**config.mk**
```make
export PLATFORM = sky130hd
export DESIGN_NAME = disk_bridge_flat
export DESIGN_NICKNAME = d
export VERILOG_FILES = /design/src/rtl/disk_bridge_if.sv /design/src/rtl/disk_bridge.sv /design/src/flat_wrapper.sv
export SDC_FILE = /design/constraint.sdc
export NUM_CORES = 1
export LEC_CHECK = 0
export ABC_AREA = 1
export CAP_MARGIN = 0
export CORE_MARGIN = 2
export CORE_UTILIZATION = 32
export CTS_CLUSTER_DIAMETER = 200
export DETAILED_ROUTE_END_ITERATION = 12
export PLACE_DENSITY = 0.79
export RECOVER_POWER = 50
export SLEW_MARGIN = 20
export SYNTH_ARGS = -nofsm -noshare
export SYNTH_HDL_FRONTEND = slang
export SYNTH_SLANG_ARGS = --single-unit
```
**constraint.sdc**
```tcl
create_clock -name clk -period 1.45 [get_ports clk]
set_input_delay 0.3625 -clock clk [delete_from_list [all_inputs] [get_ports clk]]
set_output_delay 0.3625 -clock clk [all_outputs]
set_load 0.005 [all_outputs]
```
**src/rtl/disk_bridge_if.sv**
```systemverilog
// CPU data bus seen by the disk bridge: strobe/acknowledge handshake plus address and data.
// Handshake: the master raises STB with stable WE/ADDR/DAT_I and holds it until it sees ACK;
// the slave holds ACK only while STB stays high; STB must be low for a cycle between transfers.
interface disk_bridge_if #(
    parameter int DATA_W = 32
) ();
    logic              WE;
    logic              STB;
    logic              ACK;
    logic [31:0]       ADDR;
    logic [DATA_W-1:0] DAT_I;
    logic [DATA_W-1:0] DAT_O;

    modport master (output WE, STB, ADDR, DAT_I, input ACK, DAT_O);
    modport slave  (input WE, STB, ADDR, DAT_I, output ACK, DAT_O);
endinterface

```
**src/rtl/disk_bridge.sv**
```systemverilog
// Bus slave bridging the CPU bus to the disk buffer and a command/status register pair.
// One disk operation at a time; the bus stalls in ISSUE/WAIT until the disk finishes or times out.
module disk_bridge #(
    parameter  int DATA_W  = 32,
    parameter  int BUF_AW  = 7,
    parameter  int NDISK   = 2,
    parameter  int BLK_W   = 24,
    parameter  int TMO_CYC = 4096,
    localparam int DSEL_W  = (NDISK > 1) ? $clog2(NDISK) : 1
) (
    input  logic                clk,
    input  logic                rst_n,
    disk_bridge_if.slave        bus,
    output logic [DATA_W-1:0]   instruction,
    output logic [DSEL_W-1:0]   disk_sel,
    output logic                write_pause,
    output logic                read_pause,
    input  logic                disk_operate_done,
    output logic [BUF_AW+1:0]   disk_addr,
    input  logic [DATA_W-1:0]   disk_data_in,
    output logic [DATA_W-1:0]   disk_data_out,
    output logic [1:0]          state_dbg
);
    localparam int TMR_W = (TMO_CYC > 0) ? $clog2(TMO_CYC + 1) : 1;

    typedef enum logic [1:0] {IDLE, ISSUE, WAIT, ACKING} state_t;

    state_t             state;
    state_t             state_nxt;
    logic [TMR_W-1:0]   timer;
    logic               tmo_err;
    logic               sel_err;
    logic               last_dir;
    logic               status_rd;

    logic               cmd_rgn;
    logic               cmd_wr;
    logic               stat_rd;
    logic [DSEL_W-1:0]  cmd_disk;
    logic               sel_bad;
    logic               tmo_hit;
    logic               busy;
    logic [DATA_W-1:0]  cmd_word;
    logic [DATA_W-1:0]  status_word;
    logic               unused_addr;

    assign cmd_rgn     = bus.ADDR[BUF_AW+2];
    assign cmd_wr      = cmd_rgn && !bus.ADDR[2] && bus.WE;
    assign stat_rd     = cmd_rgn && bus.ADDR[2] && !bus.WE;
    assign cmd_disk    = bus.DAT_I[DATA_W-2 -: DSEL_W];
    assign sel_bad     = (int'(cmd_disk) >= NDISK);
    assign tmo_hit     = (TMO_CYC != 0) && (timer == TMR_W'(TMO_CYC - 1));
    assign busy        = (state == ISSUE) || (state == WAIT);
    assign status_word = DATA_W'({sel_err, last_dir, tmo_err, busy});
    assign unused_addr = ^{bus.ADDR[31:BUF_AW+3], bus.ADDR[1:0]};

    assign disk_addr     = {bus.ADDR[BUF_AW+1:2], 2'b00};
    assign disk_data_out = bus.DAT_I;
    assign write_pause   = (state == ISSUE) && last_dir;
    assign read_pause    = (state == ISSUE) && !last_dir;
    assign bus.ACK       = (state == ACKING) && bus.STB;
    assign state_dbg     = state;

    // Latched command keeps only dir, disk and block fields; padding reads back as zero.
    always_comb begin
        cmd_word                        = '0;
        cmd_word[DATA_W-1]              = bus.DAT_I[DATA_W-1];
        cmd_word[DATA_W-2 -: DSEL_W]    = cmd_disk;
        cmd_word[BLK_W-1:0]             = bus.DAT_I[BLK_W-1:0];
    end

    always_comb begin
        bus.DAT_O = disk_data_in;
        if (cmd_rgn) begin
            bus.DAT_O = bus.ADDR[2] ? status_word : instruction;
        end
    end

    always_comb begin
        state_nxt = state;
        case (state)
            IDLE: begin
                if (bus.STB) begin
                    state_nxt = (cmd_wr && !sel_bad) ? ISSUE : ACKING;
                end
            end
            ISSUE:  state_nxt = WAIT;
            WAIT: begin
                if (disk_operate_done || tmo_hit) begin
                    state_nxt = ACKING;
                end
            end
            ACKING: begin
                if (!bus.STB) begin
                    state_nxt = IDLE;
                end
            end
            default: state_nxt = IDLE;
        endcase
    end

    always_ff @(posedge clk or negedge rst_n) begin
        if (!rst_n) begin
            state <= IDLE;
        end else begin
            state <= state_nxt;
        end
    end

    // Sticky status bits clear when a STATUS read leaves ACKING, so DAT_O is stable under ACK.
    always_ff @(posedge clk or negedge rst_n) begin
        if (!rst_n) begin
            instruction <= '0;
            disk_sel    <= '0;
            timer       <= '0;
            tmo_err     <= 1'b0;
            sel_err     <= 1'b0;
            last_dir    <= 1'b0;
            status_rd   <= 1'b0;
        end else begin
            case (state)
                IDLE: begin
                    if (bus.STB) begin
                        status_rd <= stat_rd;
                        if (cmd_wr) begin
                            instruction <= cmd_word;
                            disk_sel    <= cmd_disk;
                            last_dir    <= bus.DAT_I[DATA_W-1];
                            if (sel_bad) begin
                                sel_err <= 1'b1;
                            end
                        end
                    end
                end
                ISSUE: timer <= '0;
                WAIT: begin
                    if (timer != {TMR_W{1'b1}}) begin
                        timer <= timer + TMR_W'(1);
                    end
                    if (tmo_hit && !disk_operate_done) begin
                        tmo_err <= 1'b1;
                    end
                end
                ACKING: begin
                    if (!bus.STB && status_rd) begin
                        tmo_err <= 1'b0;
                        sel_err <= 1'b0;
                    end
                end
                default: ;
            endcase
        end
    end
endmodule

```
**src/flat_wrapper.sv**
```systemverilog
// flat-port wrapper written by rule: the top's interface ports become plain ports
module disk_bridge_flat 
#(
    parameter  int DATA_W  = 32,
    parameter  int BUF_AW  = 7,
    parameter  int NDISK   = 2,
    parameter  int BLK_W   = 24,
    parameter  int TMO_CYC = 4096,
    localparam int DSEL_W  = (NDISK > 1) ? $clog2(NDISK) : 1
)
  (clk, rst_n, instruction, disk_sel, write_pause, read_pause, disk_operate_done, disk_addr, disk_data_in, disk_data_out, state_dbg, bus_WE, bus_STB, bus_ADDR, bus_DAT_I, bus_ACK, bus_DAT_O);
  disk_bridge_if #(.DATA_W(DATA_W)) bus_i ();
  input  logic clk;
  input  logic rst_n;
  output logic [DATA_W-1:0] instruction;
  output logic [DSEL_W-1:0] disk_sel;
  output logic write_pause;
  output logic read_pause;
  input  logic disk_operate_done;
  output logic [BUF_AW+1:0] disk_addr;
  input  logic [DATA_W-1:0] disk_data_in;
  output logic [DATA_W-1:0] disk_data_out;
  output logic [1:0] state_dbg;
  input wire logic [$bits(bus_i.WE)-1:0] bus_WE;
  input wire logic [$bits(bus_i.STB)-1:0] bus_STB;
  input wire logic [$bits(bus_i.ADDR)-1:0] bus_ADDR;
  input wire logic [$bits(bus_i.DAT_I)-1:0] bus_DAT_I;
  output wire logic [$bits(bus_i.ACK)-1:0] bus_ACK;
  output wire logic [$bits(bus_i.DAT_O)-1:0] bus_DAT_O;
  assign bus_i.WE = bus_WE;
  assign bus_i.STB = bus_STB;
  assign bus_i.ADDR = bus_ADDR;
  assign bus_i.DAT_I = bus_DAT_I;
  assign bus_ACK = bus_i.ACK;
  assign bus_DAT_O = bus_i.DAT_O;
  disk_bridge #(.DATA_W(DATA_W), .BUF_AW(BUF_AW), .NDISK(NDISK), .BLK_W(BLK_W), .TMO_CYC(TMO_CYC)) u_core (.clk(clk), .rst_n(rst_n), .bus(bus_i), .instruction(instruction), .disk_sel(disk_sel), .write_pause(write_pause), .read_pause(read_pause), .disk_operate_done(disk_operate_done), .disk_addr(disk_addr), .disk_data_in(disk_data_in), .disk_data_out(disk_data_out), .state_dbg(state_dbg));
endmodule
```
==> metrics.txt <==
# TYPE chip_impl_metric gauge
chip_impl_metric{name="leakage",unit="uW"} 0.00279
chip_impl_metric{name="clockPowerShare",unit=""} 0.132
chip_impl_metric{name="layout-drive-gt1-share",unit=""} 0.458
chip_impl_metric{name="route.final.wire_length",unit="mm"} 12.7
chip_impl_info{name="status",value="finished with violations"} 1
chip_impl_metric{name="finalClockSkew",unit="ns"} 0.00810
chip_impl_metric{name="p_total",unit="uW"} 7700
chip_impl_info{name="grt_setup_unrepaired",value="yes"} 1
chip_impl_info{name="clockRootBuffer",value="sky130_fd_sc_hd__clkbuf_8"} 1
chip_impl_metric{name="fin_tns_setup",unit="ns"} -10.03
chip_impl_metric{name="fin_crit_sh",unit=""} 1.22
chip_impl_info{name="cts_tree",value="yes"} 1
chip_impl_metric{name="final_hold_viol_count",unit=""} 0
chip_impl_metric{name="synth-warning-count",unit=""} 0
chip_impl_metric{name="synth.cell_area",unit="mm2"} 0.00290
chip_impl_metric{name="combinationalPowerShare",unit=""} 0.614
chip_impl_metric{name="multi_input_comb_area",unit="mm2"} 0.00152
chip_impl_metric{name="drtIter0Drc",unit=""} 272
chip_impl_metric{name="syn_area_per_cell",unit="um2"} 9.02
chip_impl_metric{name="clock_latency",unit="ns"} 0.32
chip_impl_metric{name="critical_path.max_fanout",unit=""} 3
chip_impl_metric{name="postRouteAntennaNets",unit=""} 0
chip_impl_metric{name="crit_required",unit="ns"} 1.09
chip_impl_metric{name="max_slew.worst_pin.slew",unit="ns"} 1.10
chip_impl_metric{name="global_route.usage.total",unit=""} 0.241
chip_impl_metric{name="grt_pass1_wl",unit="mm"} 18.6
chip_impl_metric{name="finish.net_count",unit=""} 645
chip_impl_info{name="critPathLaunchType",value="flop"} 1
chip_impl_metric{name="gp_congestion",unit=""} 0.868
chip_impl_metric{name="critical-path-max-stage-delay",unit="ns"} 0.40
chip_impl_metric{name="drcViolationCount",unit=""} 0
chip_impl_info{name="failing_checks",value="negative setup slack"} 1
chip_impl_info{name="synth_common_cells",value="sky130_fd_sc_hd__nand2_1, sky130_fd_sc_hd__buf_4, sky130_fd_sc_hd__dfrtp_1"} 1
chip_impl_metric{name="timing.hold.ws",unit="ns"} 0.220
chip_impl_info{name="critical-path-slowest-cell",value="sky130_fd_sc_hd__dfrtp_1"} 1
chip_impl_metric{name="grt_antenna_before_repair",unit=""} 0
chip_impl_metric{name="timing.final.max_slew_violations",unit=""} 0
chip_impl_metric{name="starting_density",unit=""} 0.331
chip_impl_metric{name="p_int",unit="uW"} 4900
chip_impl_metric{name="site_rows",unit=""} 34
chip_impl_metric{name="clkTransAtPathRegs",unit="ns"} 0.10
chip_impl_metric{name="clock-sinks",unit=""} 43
chip_impl_info{name="criticalPathCategory",value="reg -> out"} 1
chip_impl_metric{name="seq_area_frac_synth",unit=""} 0.371
chip_impl_metric{name="finalSetupViolations",unit=""} 73
chip_impl_metric{name="antennaDiodeCount",unit=""} 0
chip_impl_metric{name="sequentialPowerShare",unit=""} 0.254
chip_impl_metric{name="core_area",unit="mm2"} 0.00876
chip_impl_metric{name="die-area",unit="mm2"} 0.00983
chip_impl_metric{name="routed_wire_length_per_instance",unit="um"} 19.6
chip_impl_metric{name="maximum_number_of_buffers_from_clock_root_to_sink",unit=""} 2
chip_impl_metric{name="pin_count_of_the_biggest_net_entering_global_routing",unit=""} 18
chip_impl_metric{name="p_switching",unit="uW"} 2800
chip_impl_metric{name="placement.io_buffers",unit=""} 155
chip_impl_metric{name="via_per_inst",unit=""} 5.24
chip_impl_metric{name="worst_ir_drop_vdd",unit="V"} 0.000916
chip_impl_metric{name="grt_pass1_vias",unit=""} 3663
chip_impl_metric{name="sw_frac_of_total",unit=""} 0.364
chip_impl_metric{name="num-fill-cells",unit=""} 644
chip_impl_metric{name="max_freq",unit="MHz"} 566
chip_impl_metric{name="final.min_clock_period",unit="ns"} 1.77
chip_impl_info{name="synth_ff_type",value="sky130_fd_sc_hd__dfrtp_1"} 1
chip_impl_metric{name="globalRouteOverflowTotal",unit=""} 0
chip_impl_metric{name="slew_headroom",unit=""} 0.269
chip_impl_metric{name="arrival",unit="ns"} 1.40
chip_impl_info{name="crit_path_cell_trace",value="inv_2 -> buf_6 -> ha_4 -> nand3_2 -> nand3_2 -> buf_6"} 1
chip_impl_metric{name="placement.setup.worst_slack",unit="ns"} -0.936
chip_impl_metric{name="postSynth.asyncResetShare",unit=""} 1.00
chip_impl_metric{name="design.portCount",unit=""} 212
chip_impl_metric{name="dieHeight",unit="um"} 99.1
chip_impl_info{name="worstSetupEndpointType",value="primary output"} 1
chip_impl_metric{name="fin_util",unit=""} 0.618
chip_impl_info{name="post_synth_main_area_contributors",value="sky130_fd_sc_hd__dfrtp_1, sky130_fd_sc_hd__buf_4, sky130_fd_sc_hd__mux2_4"} 1
chip_impl_metric{name="seqCellArea",unit="mm2"} 0.00108
chip_impl_metric{name="place_hpwl",unit="mm"} 7.20
chip_impl_metric{name="number_of_levels_the_h_tree_was_split_into",unit=""} 2
chip_impl_metric{name="cts_buffers",unit=""} 5
chip_impl_metric{name="hold_buffers",unit=""} 0
chip_impl_metric{name="area_growth_from_synthesis_to_layout",unit="%"} 86.8
chip_impl_metric{name="postLayoutSetupSlackWorst",unit="ns"} -0.316
chip_impl_info{name="worstHoldPathType",value="in -> async"} 1
chip_impl_metric{name="post_synth_edffs",unit=""} 0
chip_impl_metric{name="syn_inst",unit=""} 321
chip_impl_metric{name="synth_cell_types",unit=""} 32
chip_impl_metric{name="ys_ff_latch",unit=""} 43
chip_impl_metric{name="synth_top_area_share",unit=""} 0.371
chip_impl_info{name="synth.largest_area_cell",value="sky130_fd_sc_hd__dfrtp_1"} 1
chip_impl_metric{name="first_pass_iters",unit=""} 5
chip_impl_info{name="most_frequent_cell_after_synthesis",value="sky130_fd_sc_hd__nand2_1"} 1
chip_impl_metric{name="route.vias.total",unit=""} 3388
chip_impl_metric{name="total_power_divided_by_cell_area",unit="mW/mm2"} 1420
chip_impl_metric{name="die_x",unit="um"} 99.1
chip_impl_metric{name="drv_cap",unit=""} 0
==> layout by cell type, fill, tap and decap left out, types with 18 or more instances in the layout <==
cell type	instances
sky130_fd_sc_hd__mux2_4	18
sky130_fd_sc_hd__nor2_1	22
sky130_fd_sc_hd__clkdlybuf4s50_1	49
sky130_fd_sc_hd__dfrtp_1	43
sky130_fd_sc_hd__nand2_1	42
sky130_fd_sc_hd__dlygate4sd2_1	24
sky130_fd_sc_hd__clkdlybuf4s15_1	19
sky130_fd_sc_hd__inv_1	24
sky130_fd_sc_hd__buf_4	67
sky130_fd_sc_hd__a22o_1	23
sky130_fd_sc_hd__buf_6	30
sky130_fd_sc_hd__buf_2	32
==> area by class of cell <==
type,count,share of cell area
inverters,31,0.0247
repair buffers,261,0.449
clock buffers,5,0.0127
flip-flops and latches,43,0.199
well taps,108,0.0250
clock inverters,3,0.00855
multi-input cells,196,0.281
==> worst max-delay path, delay by kind of cell (launching register included) <==
kind | cells | cell delay [ns]
flops | 1 | 0.40
buf+inv | 3 | 0.29
fa+ha+maj | 1 | 0.26
simple gates | 2 | 0.15
==> metrics by stage <==
stage / instances / instance area (um2)
after global placement: 594 / 4710
after CTS: 647 / 5400
final: 647 / 5410
after floorplan: 328 / 2960
after detailed placement: 594 / 4710
after global routing: 647 / 5410
==> path summary, 6_finish.rpt <==
| kind | startpoint | endpoint | slack [ns] | cells past startpoint |
|---|---|---|---|---|
| setup / recovery | u_core.state_dbg[1] | bus_DAT_O[0] | -0.32 | 6 |
| hold / removal | rst_n | u_core.instruction[14] | 0.22 | 1 |
| setup reg to reg | u_core.state_dbg[1] | u_core.timer[11] | -0.31 | 10 |
| hold reg to reg | u_core.instruction[14] | u_core.instruction[14] | 0.54 | 1 |
| max in group asynchronous | rst_n | u_core.timer[11] | 0.24 | 2 |
| min in group clk | bus_DAT_I[12] | u_core.instruction[12] | 0.44 | 3 |
==> power groups by stage <==
| stage | Combinational [uW] | Clock [uW] | Sequential (uW) |
|---|---|---|---|
| 2_1_floorplan | 1410 | 0 | 1960 |
| 3_3_place_gp | 3410 | 0 | 1970 |
| 3_5_place_dp | 3500 | 0 | 1960 |
| 4_1_cts | 4330 | 1010 | 1900 |
| 5_1_grt | 4990 | 1060 | 2020 |
| 6_report | 4730 | 1020 | 1950 |
==> repair_timing <==
action	CTS	global route
setup buffers	39	13
gates resized for setup	321	74
pin swaps	24	23
endpoints found under the setup margin	130	98
cloned	7	0
==> sequential cells by signal (all words and copies together) (netlist names) <==
name and flops:
u_core.instruction 26, u_core.timer 13, u_core.state_dbg 2, u_core.status_rd 1, u_core.tmo_err 1
==> kinds of logic (layout without fill, tap and decap cells) <==
group	after synthesis	in the layout	synth area share
AND/OR/NAND/NOR	112	112	0.175
buffers and inverters	89	300	0.187
flip-flops	43	43	0.371
AO/OA/AOI/OAI	41	41	0.108
multiplexers	25	25	0.121
adder cells (fa/ha/maj)	6	6	0.0259
XOR/XNOR	4	4	0.0121
other	1	8	0.00129
==> routing by layer <==
metal,global-route usage,vias to the layer above,wire length [um]
li1,-,1455,-
met1,0.267,1640,4650
met2,0.435,226,6440
met3,0.0618,67,957
met4,0.107,0,614
met5,0,-,0
(Power assumes the default switching activity.)
